<file path="src/rtl/magnitude_comp_pkg.sv">
// Shared result encoding and flag mapping for the magnitude comparator.
package magnitude_comp_pkg;

    typedef logic [1:0] cmp_res_t;

    localparam cmp_res_t CMP_EQ = 2'b00;
    localparam cmp_res_t CMP_GT = 2'b01;
    localparam cmp_res_t CMP_LT = 2'b10;

    // Returns {g, l, e}; the unused code 2'b11 maps to no flag.
    function automatic logic [2:0] res_to_flags(input cmp_res_t res);
        logic [2:0] flags;
        flags = 3'b000;
        case (res)
            CMP_GT:  flags = 3'b100;
            CMP_LT:  flags = 3'b010;
            CMP_EQ:  flags = 3'b001;
            default: flags = 3'b000;
        endcase
        return flags;
    endfunction

endpackage

</file>
<file path="src/rtl/magnitude_comp_slice.sv">
// One bit of the ripple comparator: an upstream (higher-bit) decision wins,
// otherwise this bit decides if a_i and b_i differ.
module magnitude_comp_slice (
    input  logic a_i,
    input  logic b_i,
    input  logic gt_in,
    input  logic lt_in,
    output logic gt_out,
    output logic lt_out
);

    logic undecided;

    assign undecided = ~gt_in & ~lt_in;
    assign gt_out    = gt_in | (undecided & a_i & ~b_i);
    assign lt_out    = lt_in | (undecided & ~a_i & b_i);

endmodule

</file>
<file path="src/rtl/magnitude_comp.sv">
// Registered magnitude comparator with one-hot g/l/e flags, one cycle latency.
// Define MAGNITUDE_COMP_SIGNED_EN to treat a and b as two's-complement.
module magnitude_comp
    import magnitude_comp_pkg::*;
#(
    parameter int WIDTH = 2
) (
    input  logic             clk,
    input  logic             rst_n,
    input  logic             in_valid,
    input  logic [WIDTH-1:0] a,
    input  logic [WIDTH-1:0] b,
    output logic             out_valid,
    output logic             g,
    output logic             l,
    output logic             e
);

    logic [WIDTH:0] gt_c;
    logic [WIDTH:0] lt_c;
    cmp_res_t       res;
    logic [2:0]     flags;

    assign gt_c[WIDTH] = 1'b0;
    assign lt_c[WIDTH] = 1'b0;

    for (genvar i = WIDTH - 1; i >= 0; i--) begin : g_slice
        logic a_bit;
        logic b_bit;
`ifdef MAGNITUDE_COMP_SIGNED_EN
        // A set sign bit means negative, so the MSB decision is inverted.
        if (i == WIDTH - 1) begin : g_sign
            assign a_bit = b[i];
            assign b_bit = a[i];
        end else begin : g_mag
            assign a_bit = a[i];
            assign b_bit = b[i];
        end
`else
        assign a_bit = a[i];
        assign b_bit = b[i];
`endif
        magnitude_comp_slice u_slice (
            .a_i    (a_bit),
            .b_i    (b_bit),
            .gt_in  (gt_c[i+1]),
            .lt_in  (lt_c[i+1]),
            .gt_out (gt_c[i]),
            .lt_out (lt_c[i])
        );
    end

    always_comb begin
        res = CMP_EQ;
        if (gt_c[0]) begin
            res = CMP_GT;
        end else if (lt_c[0]) begin
            res = CMP_LT;
        end
    end

    assign flags = res_to_flags(res);

    // Flags hold their last result when in_valid is low.
    always_ff @(posedge clk or negedge rst_n) begin
        if (!rst_n) begin
            out_valid <= 1'b0;
            g         <= 1'b0;
            l         <= 1'b0;
            e         <= 1'b0;
        end else begin
            out_valid <= in_valid;
            if (in_valid) begin
                {g, l, e} <= flags;
            end
        end
    end

endmodule

</file>
<file path="config.mk">
export PLATFORM = sky130hd
export DESIGN_NAME = magnitude_comp
export DESIGN_NICKNAME = d
export VERILOG_FILES = /design/src/rtl/magnitude_comp_pkg.sv /design/src/rtl/magnitude_comp_slice.sv /design/src/rtl/magnitude_comp.sv
export SDC_FILE = /design/constraint.sdc
export NUM_CORES = 1
export LEC_CHECK = 0
export ABC_AREA = 1
export CAP_MARGIN = 20
export CELL_PAD_IN_SITES_DETAIL_PLACEMENT = 0
export CELL_PAD_IN_SITES_GLOBAL_PLACEMENT = 1
export CORE_AREA = 3 3 40 42
export DETAILED_ROUTE_END_ITERATION = 10
export DIE_AREA = 0 0 43 45
export PLACE_DENSITY = 0.48
export RECOVER_POWER = 25
export SYNTH_ARGS = -nofsm -noshare
export SYNTH_HDL_FRONTEND = slang
export SYNTH_SLANG_ARGS = --single-unit
export TNS_END_PERCENT = 10
</file>
<file path="constraint.sdc">
create_clock -name clk -period 1.7 [get_ports clk]
set_clock_uncertainty 0.15 [all_clocks]
set_input_delay 0.34 -clock clk [delete_from_list [all_inputs] [get_ports clk]]
set_output_delay 0.34 -clock clk [all_outputs]
set_load 0.05 [all_outputs]
</file>
# [Word level (Yosys, flattened, before mapping)]
# Index checks and enable logic that the tools add are counted.
[word_totals] register_bits=4 inputBits=7
[op_classes] eq_ne=2 muxes=3 n_bitwise=15 reduce_logical=1
[ops] operator="one-hot mux 3 bit (3 select lines)" n=1
[ops] operator="bitwise AND 1 bit" n=7
[ops] operator="inverter 1 bit" n=6
[ops] operator="two-way mux 2 bit" n=2
[ops] operator="== test 2 x 1 -> 1 bit, second input constant" n=1
[ops] operator="== test 2 bit, second input constant" n=1
[ops] operator="logical NOT 2 bit" n=1
[ops] operator="OR 1 bit" n=2

# [Longest topological paths before layout]
# Gate-level depths: netlist (run 1).
[depth] ltp_word=11 ltp_mapped=7 mapped_depth_nobuf=7

# [Cells and area by module]
# Synthesis (run 1) repeated with hierarchy kept, for this count alone.
[unflattened] cells_unflattened=32 hier_area_um2=214.0
[by_module_without_submodules] module="magnitude_comp" n_inst=1 cells_per_inst=16 area_per_inst_um2=151.4 seq_area_each_um2=100.1
[by_module_without_submodules] module="magnitude_comp_slice" n_inst=2 cells_per_inst=8 area_per_inst_um2=31.3 seq_area_each_um2=0.0

# [Least setup slack after synthesis (run 1)]
# No wires, ideal clock.
[synth_path] path_type="input to register" start="input a[1]" end="register e" setup_ns=0.118 arrival_time_ns=0.926 slack_ns=0.507 path_stages=7 n_path_buf=0 path_cell_list="inv_1 ha_1 nand2_1 nor2_1 nor2_2 nand2_1 nand2_1"
[synth_between] elab_chain_len=11 elab_cells_between_ends=18 classes_between="eq/ne: 2; mux: 3; bitwise: 12; reduce/logical: 1"
[synth_lines] element="start: declaration" line="magnitude_comp.sv:11" text="input logic [WIDTH-1:0] a,"
[synth_lines] element="inverter 1 bit" line="magnitude_comp_slice.sv:16" text="assign lt_out = lt_in | (undecided & ~a_i & b_i);"
[synth_lines] element="bitwise AND 1 bit" line="magnitude_comp_slice.sv:16"
[synth_lines] element="inverter 1 bit" line="magnitude_comp_slice.sv:14" text="assign undecided = ~gt_in & ~lt_in;"
[synth_lines] element="bitwise AND 1 bit" line="magnitude_comp_slice.sv:14"
[synth_lines] element="bitwise AND 1 bit (2 in series)" line="magnitude_comp_slice.sv:16"
[synth_lines] element="OR 1 bit" line="magnitude_comp_slice.sv:16"
[synth_lines] element="two-way mux 2 bit" line="magnitude_comp.sv:57" text="end else if (lt_c[0]) begin"
[synth_lines] element="two-way mux 2 bit *" line="magnitude_comp.sv:55" text="if (gt_c[0]) begin"
[synth_lines] element="== test 2 bit (tied with other cells)" line="magnitude_comp_pkg.sv:14" text="case (res)"
[synth_lines] element="one-hot mux 3 bit (3 select lines) *" line="magnitude_comp_pkg.sv:14"
[synth_lines] element="end signal: assignment" line="magnitude_comp.sv:74" text="{g, l, e} <= flags;"
[synth_lines] element="end: declaration" line="magnitude_comp.sv:16" text="output logic e"
# Every way passes the cells marked *; elsewhere a longest branch is shown, timed or not.
# A chain may end at the register's enable or synchronous reset.

# [Worst setup path after layout (run 1)]
# Ends and elaborated chain as after synthesis.

==> results of run 1 <==
sequential cells by signal, indices dropped and copies added, names as in the netlist:
signal and count:
g 1, e 1, l 1, out_valid 1
routing by layer:
| layer | share of wire | track usage | up-vias | routed length (um) |
|---|---|---|---|---|
| met5 | 0 | 0 | - | 0 |
| met4 | 0 | 0.0542 | 0 | 0 |
| met3 | 0.15 | 0.0279 | 0 | 62 |
| met2 | 0.44 | 0.0838 | 11 | 185 |
| met1 | 0.41 | 0.0630 | 84 | 174 |
| li1 | - | - | 106 | - |
power by group:
| group | total [mW] | internal, mW | switching (mW) |
|---|---|---|---|
| clock | 0.110 | 0.0784 | 0.0315 |
| sequential | 0.115 | 0.105 | 0.00984 |
| combinational | 0.111 | 0.0562 | 0.0546 |
cell families after synthesis:
kind of cell  after synthesis  synth area share
fa+ha+maj                   2             0.120
simple gates               14             0.271
flops                       4             0.482
buf+inv                     7             0.127
cell usage in the layout, fill, tap and decap left out:
cell	Yosys	routed
buf_4	0	1
nand2_1	9	9
buf_12	0	4
inv_1	7	7
clkdlybuf4s50_1	0	5
nand3_1	1	1
nor2_2	1	1
ha_1	2	2
nor2_1	3	3
clkbuf_4	0	3
dfrtp_1	4	4
dlygate4sd3_1	0	1
worst min path at each step:
stage / endpoint / slack [ns]
CTS: e / 0.17
global placement: e / 0.38
global route: e / 0.25
detailed placement: e / 0.38
floorplan: e / -0.11
finish: e / 0.24
final cells by class:
type	instances	area, um2	share of cell area
inverter	7	26.3	0.0662
multi-input combinational	16	81.3	0.205
clock buffer	3	22.5	0.0568
tap	15	18.8	0.0473
sequential	4	100	0.252
timing repair buffer	11	148	0.372
critical path: stages:
cell and delay [ns]:
clkdlybuf4s50_1 0.47, inv_1 0.05, ha_1 0.28, nand2_1 0.05, nor2_1 0.12, nor2_2 0.06, nand2_1 0.07, nand2_1 0.04
metrics by stage:
| step | power [mW] | worst slack, ns | std cells |
|---|---|---|---|
| 2_1_floorplan | 0.162 | 0.507 | 27 |
| 3_3_place_gp | 0.228 | -0.0340 | 53 |
| 4_1_cts | 0.343 | 0.150 | 56 |
| 5_1_grt | 0.360 | 0.0764 | 56 |
| 6_report | 0.336 | 0.168 | 56 |
| 3_5_place_dp | 0.229 | -0.0909 | 53 |
==> impl_metrics.ini, run 1 <==
[setup_path]
cp-startpoint = a[1]
worstSetupPathType = input pin to flip-flop
crit_path_end_kind = flip-flop
path_max_fanout = 3
cp.arrival_ns = 1.50
required_ns = 1.67
reg2reg_depth = 2
critPathCapture = e
reg2reg_to = g
crit_path_start_kind = input pin
rrSetupSlack_ns = 0.89
r2r_start = g

[detailed_routing]
drtIter0Drc = 1
vias_per_cell = 3.59
num_vias = 201
wl_per_cell_um = 7.54
drc = 0
detail_route.first_pass.iterations = 2
ant_nets = 0
routed_wl_um = 422

[synthesis]
yosysWarnings = 0
yosysMostFrequentCell = nand2_1
synthDominantCellAreaShare = 0.482
ys_top_cells_by_count = nand2_1, inv_1, dfrtp_1
synthTopCellsByArea = dfrtp_1, nand2_1, inv_1
ys_types = 7
synth_edf_count = 0
netlist_area_um2 = 208
ys_seq_area_frac = 0.482
synth_ff_type = dfrtp_1
synth_nets = 36
synth_top_cell_by_area = dfrtp_1
synthArstFlopShare = 1.00
avgSynthCellArea_um2 = 7.69
synthCells = 27
ys_seq_elements = 4

[clock_tree]
htree_num_levels = 1
cts_resized = 0
cts_hold_buf = 0
cts.clk_slew.worst_paths_ns = 0.04
cts-buffers-inserted = 3
clockBufferDepth = 2
insertion_delay_ns = 0.23
clockRootBuffer = clkbuf_4
cts_tree = built
cts_sinks = 4
cts_setup_buffers = 0

[placement]
port_buffers = 10
gp_congestion = 0.674
hpwl_um = 391
placed_area_um2 = 374

[timing]
finalHoldViolations = 0
finalMaxSlewViolations = 0
finalSetupTns_ns = 0
setup-violations-final = 0
max_slew_margin = 0.870
period_needed_ns = 1.53
whs_ns = 0.238
worst_pin_slew_ns = 0.194
grt_setup_unrepaired = false
clock.fmax_mhz = 653
finalCritPeriodShare = 0.901

[floorplan]
row_count = 13
dieWidth_um = 43
die_h_um = 45
initial_utilization = 0.162
core_um2 = 1280
ios = 11
dieArea_um2 = 1940

[layout]
syn_to_final_growth_pct = 91.0
antennaDiodeCount = 0
fin_nets = 52
layout-drive-gt1-share = 0.220
fill_cells = 136
post-route-util = 0.309
final_area_um2 = 397

[power]
p_leak_nw = 0.210
ir_worst_vdd_v = 0.000156
p_per_area_nw_per_um2 = 846

[global_route]
track_usage = 0.0584
grt_pass1_vias = 203
antenna_found_initial = 0
grt_pass1_wl_um = 786
grt_max_degree = 5
grt_overflow = 0

[worst_hold_path]
hp-class = input pin to asynchronous set/reset pin

[outcome]
status = finished clean

[run]
maxCapViolCount = 0
Note: power is estimated with default switching activity, not from simulation.
==> run 2: changes to the inputs <==
PLACE_DENSITY = 0.55   (was 0.48)
RECOVER_POWER = unset   (was 25)
SLEW_MARGIN = 20   (was unset)
==> impl_metrics.ini, run 2 (same netlist as run 1, synthesis figures left out) <==
[outcome]
status = finished clean

[global_route]
grt_overflow = 0
grt_pass1_wl_um = 627
track_usage = 0.0501
grt_max_degree = 5
grt_pass1_vias = 176
antenna_found_initial = 0

[placement]
port_buffers = 10
gp_congestion = 0.673
dp_slack_ns = -0.0706

[floorplan]
dieWidth_um = 43
row_count = 13
initial_utilization = 0.162
die_h_um = 45
dieArea_um2 = 1940
core_um2 = 1280
ios = 11

[detailed_routing]
detail_route.first_pass.iterations = 2
drc = 0
wl_per_cell_um = 6.95
routed_wl_um = 389
drtIter0Drc = 3
num_vias = 196
vias_per_cell = 3.50
ant_nets = 0

[clock_tree]
cts_hold_buf = 0
cts_sinks = 4
cts-buffers-inserted = 3
clockBufferDepth = 2
cts_resized = 0
insertion_delay_ns = 0.23
cts_setup_buffers = 0
clockRootBuffer = clkbuf_4
cts.clk_slew.worst_paths_ns = 0.04
htree_num_levels = 1
cts_tree = built

[setup_path]
crit_path_start_kind = input pin
crit_top_cell = nand2_1
crit_path_end_kind = flip-flop
critical-path-top-delay-family = buffers and inverters
max_stage_delay_ns = 0.47
cp.arrival_ns = 1.49
required_ns = 1.67
critPathSlowestCell = clkdlybuf4s50_1
path_max_fanout = 3
cp_num_buf_inv = 2
worstSetupPathType = input pin to flip-flop
path_cells = clkdlybuf4s50_1 > inv_1 > ha_1 > nand2_1 > nor2_1 > nor2_2 > nand2_1 > nand2_1
rrSetupSlack_ns = 0.90

[timing]
finalCritPeriodShare = 0.890
finalHoldViolations = 0
worst_slack_ns = 0.188
grt_setup_unrepaired = false
max_slew_margin = 0.878
finalSetupTns_ns = 0
finalMaxSlewViolations = 0
worst_pin_slew_ns = 0.182
setup-violations-final = 0
clock.fmax_mhz = 661
period_needed_ns = 1.51

[run]
maxCapViolCount = 0

[layout]
fin_nets = 52
layout-drive-gt1-share = 0.220
antennaDiodeCount = 0
layout_commonest_cell = nand2_1
final_cell_mix = nand2_1, inv_1, clkdlybuf4s50_1
syn_to_final_growth_pct = 91.0

[power]
p_per_area_nw_per_um2 = 855
total_power_uw = 339
ir_worst_vdd_v = 0.000197
p_leak_nw = 0.210

[worst_hold_path]
hp-class = input pin to asynchronous set/reset pin
run 2: cell types whose count changed in the layout (fill, tap and decap cells not counted), sizes merged:
cell           previous run  this run
dlygate4sd3               1         0
clkdlybuf4s50             5         6
run 2: through the flow:
stage / utilization / hold slack (ns) / std cells / instance area [um2]
final: 0.309 / 0.160 / 56 / 397
after CTS: 0.309 / 0.151 / 56 / 397
after global placement: 0.291 / 0.373 / 53 / 374
after global routing: 0.309 / 0.172 / 56 / 397
after floorplan: - / -0.106 / 27 / 208
after detailed placement: 0.291 / 0.376 / 53 / 374
run 2: per-layer routing:
| layer | track usage | part of all wire | up-vias |
|---|---|---|---|
| met4 | 0.0723 | 0 | 0 |
| met5 | 0 | 0 | - |
| met1 | 0.0438 | 0.38 | 80 |
| met2 | 0.0689 | 0.45 | 11 |
| li1 | - | - | 105 |
| met3 | 0.0279 | 0.17 | 0 |
run 2: worst paths after layout:
check,start,to,depth (start not counted)
max,a[1],e,8
min,rst_n,l,1
max reg2reg,g,g,2
min reg2reg,e,e,2
max in group asynchronous,rst_n,g,1
min in group clk,e,e,2
run 2: cell type report:
type,instances,area (um2)
fill,133,888
multi-input combinational,16,81.3
inverter,7,26.3
timing repair buffer,11,148
tap,15,18.8
clock buffer,3,22.5
sequential,4,100
run 2: power by group:
group	total [mW]	switching, mW	internal [mW]
registers	0.114	0.00913	0.105
clock network	0.114	0.0353	0.0787
logic	0.111	0.0541	0.0567
==> run 3: changes to the inputs <==
MAX_ROUTING_LAYER = met4   (was unset)
==> results of run 3 <==
The final DEF is identical to that of run 2; final timing and power are the same.
Among the figures that moved: final weighted congestion in routability-driven placement 0.673 -> 0.680; overall routing resource usage 0.0501 -> 0.0516
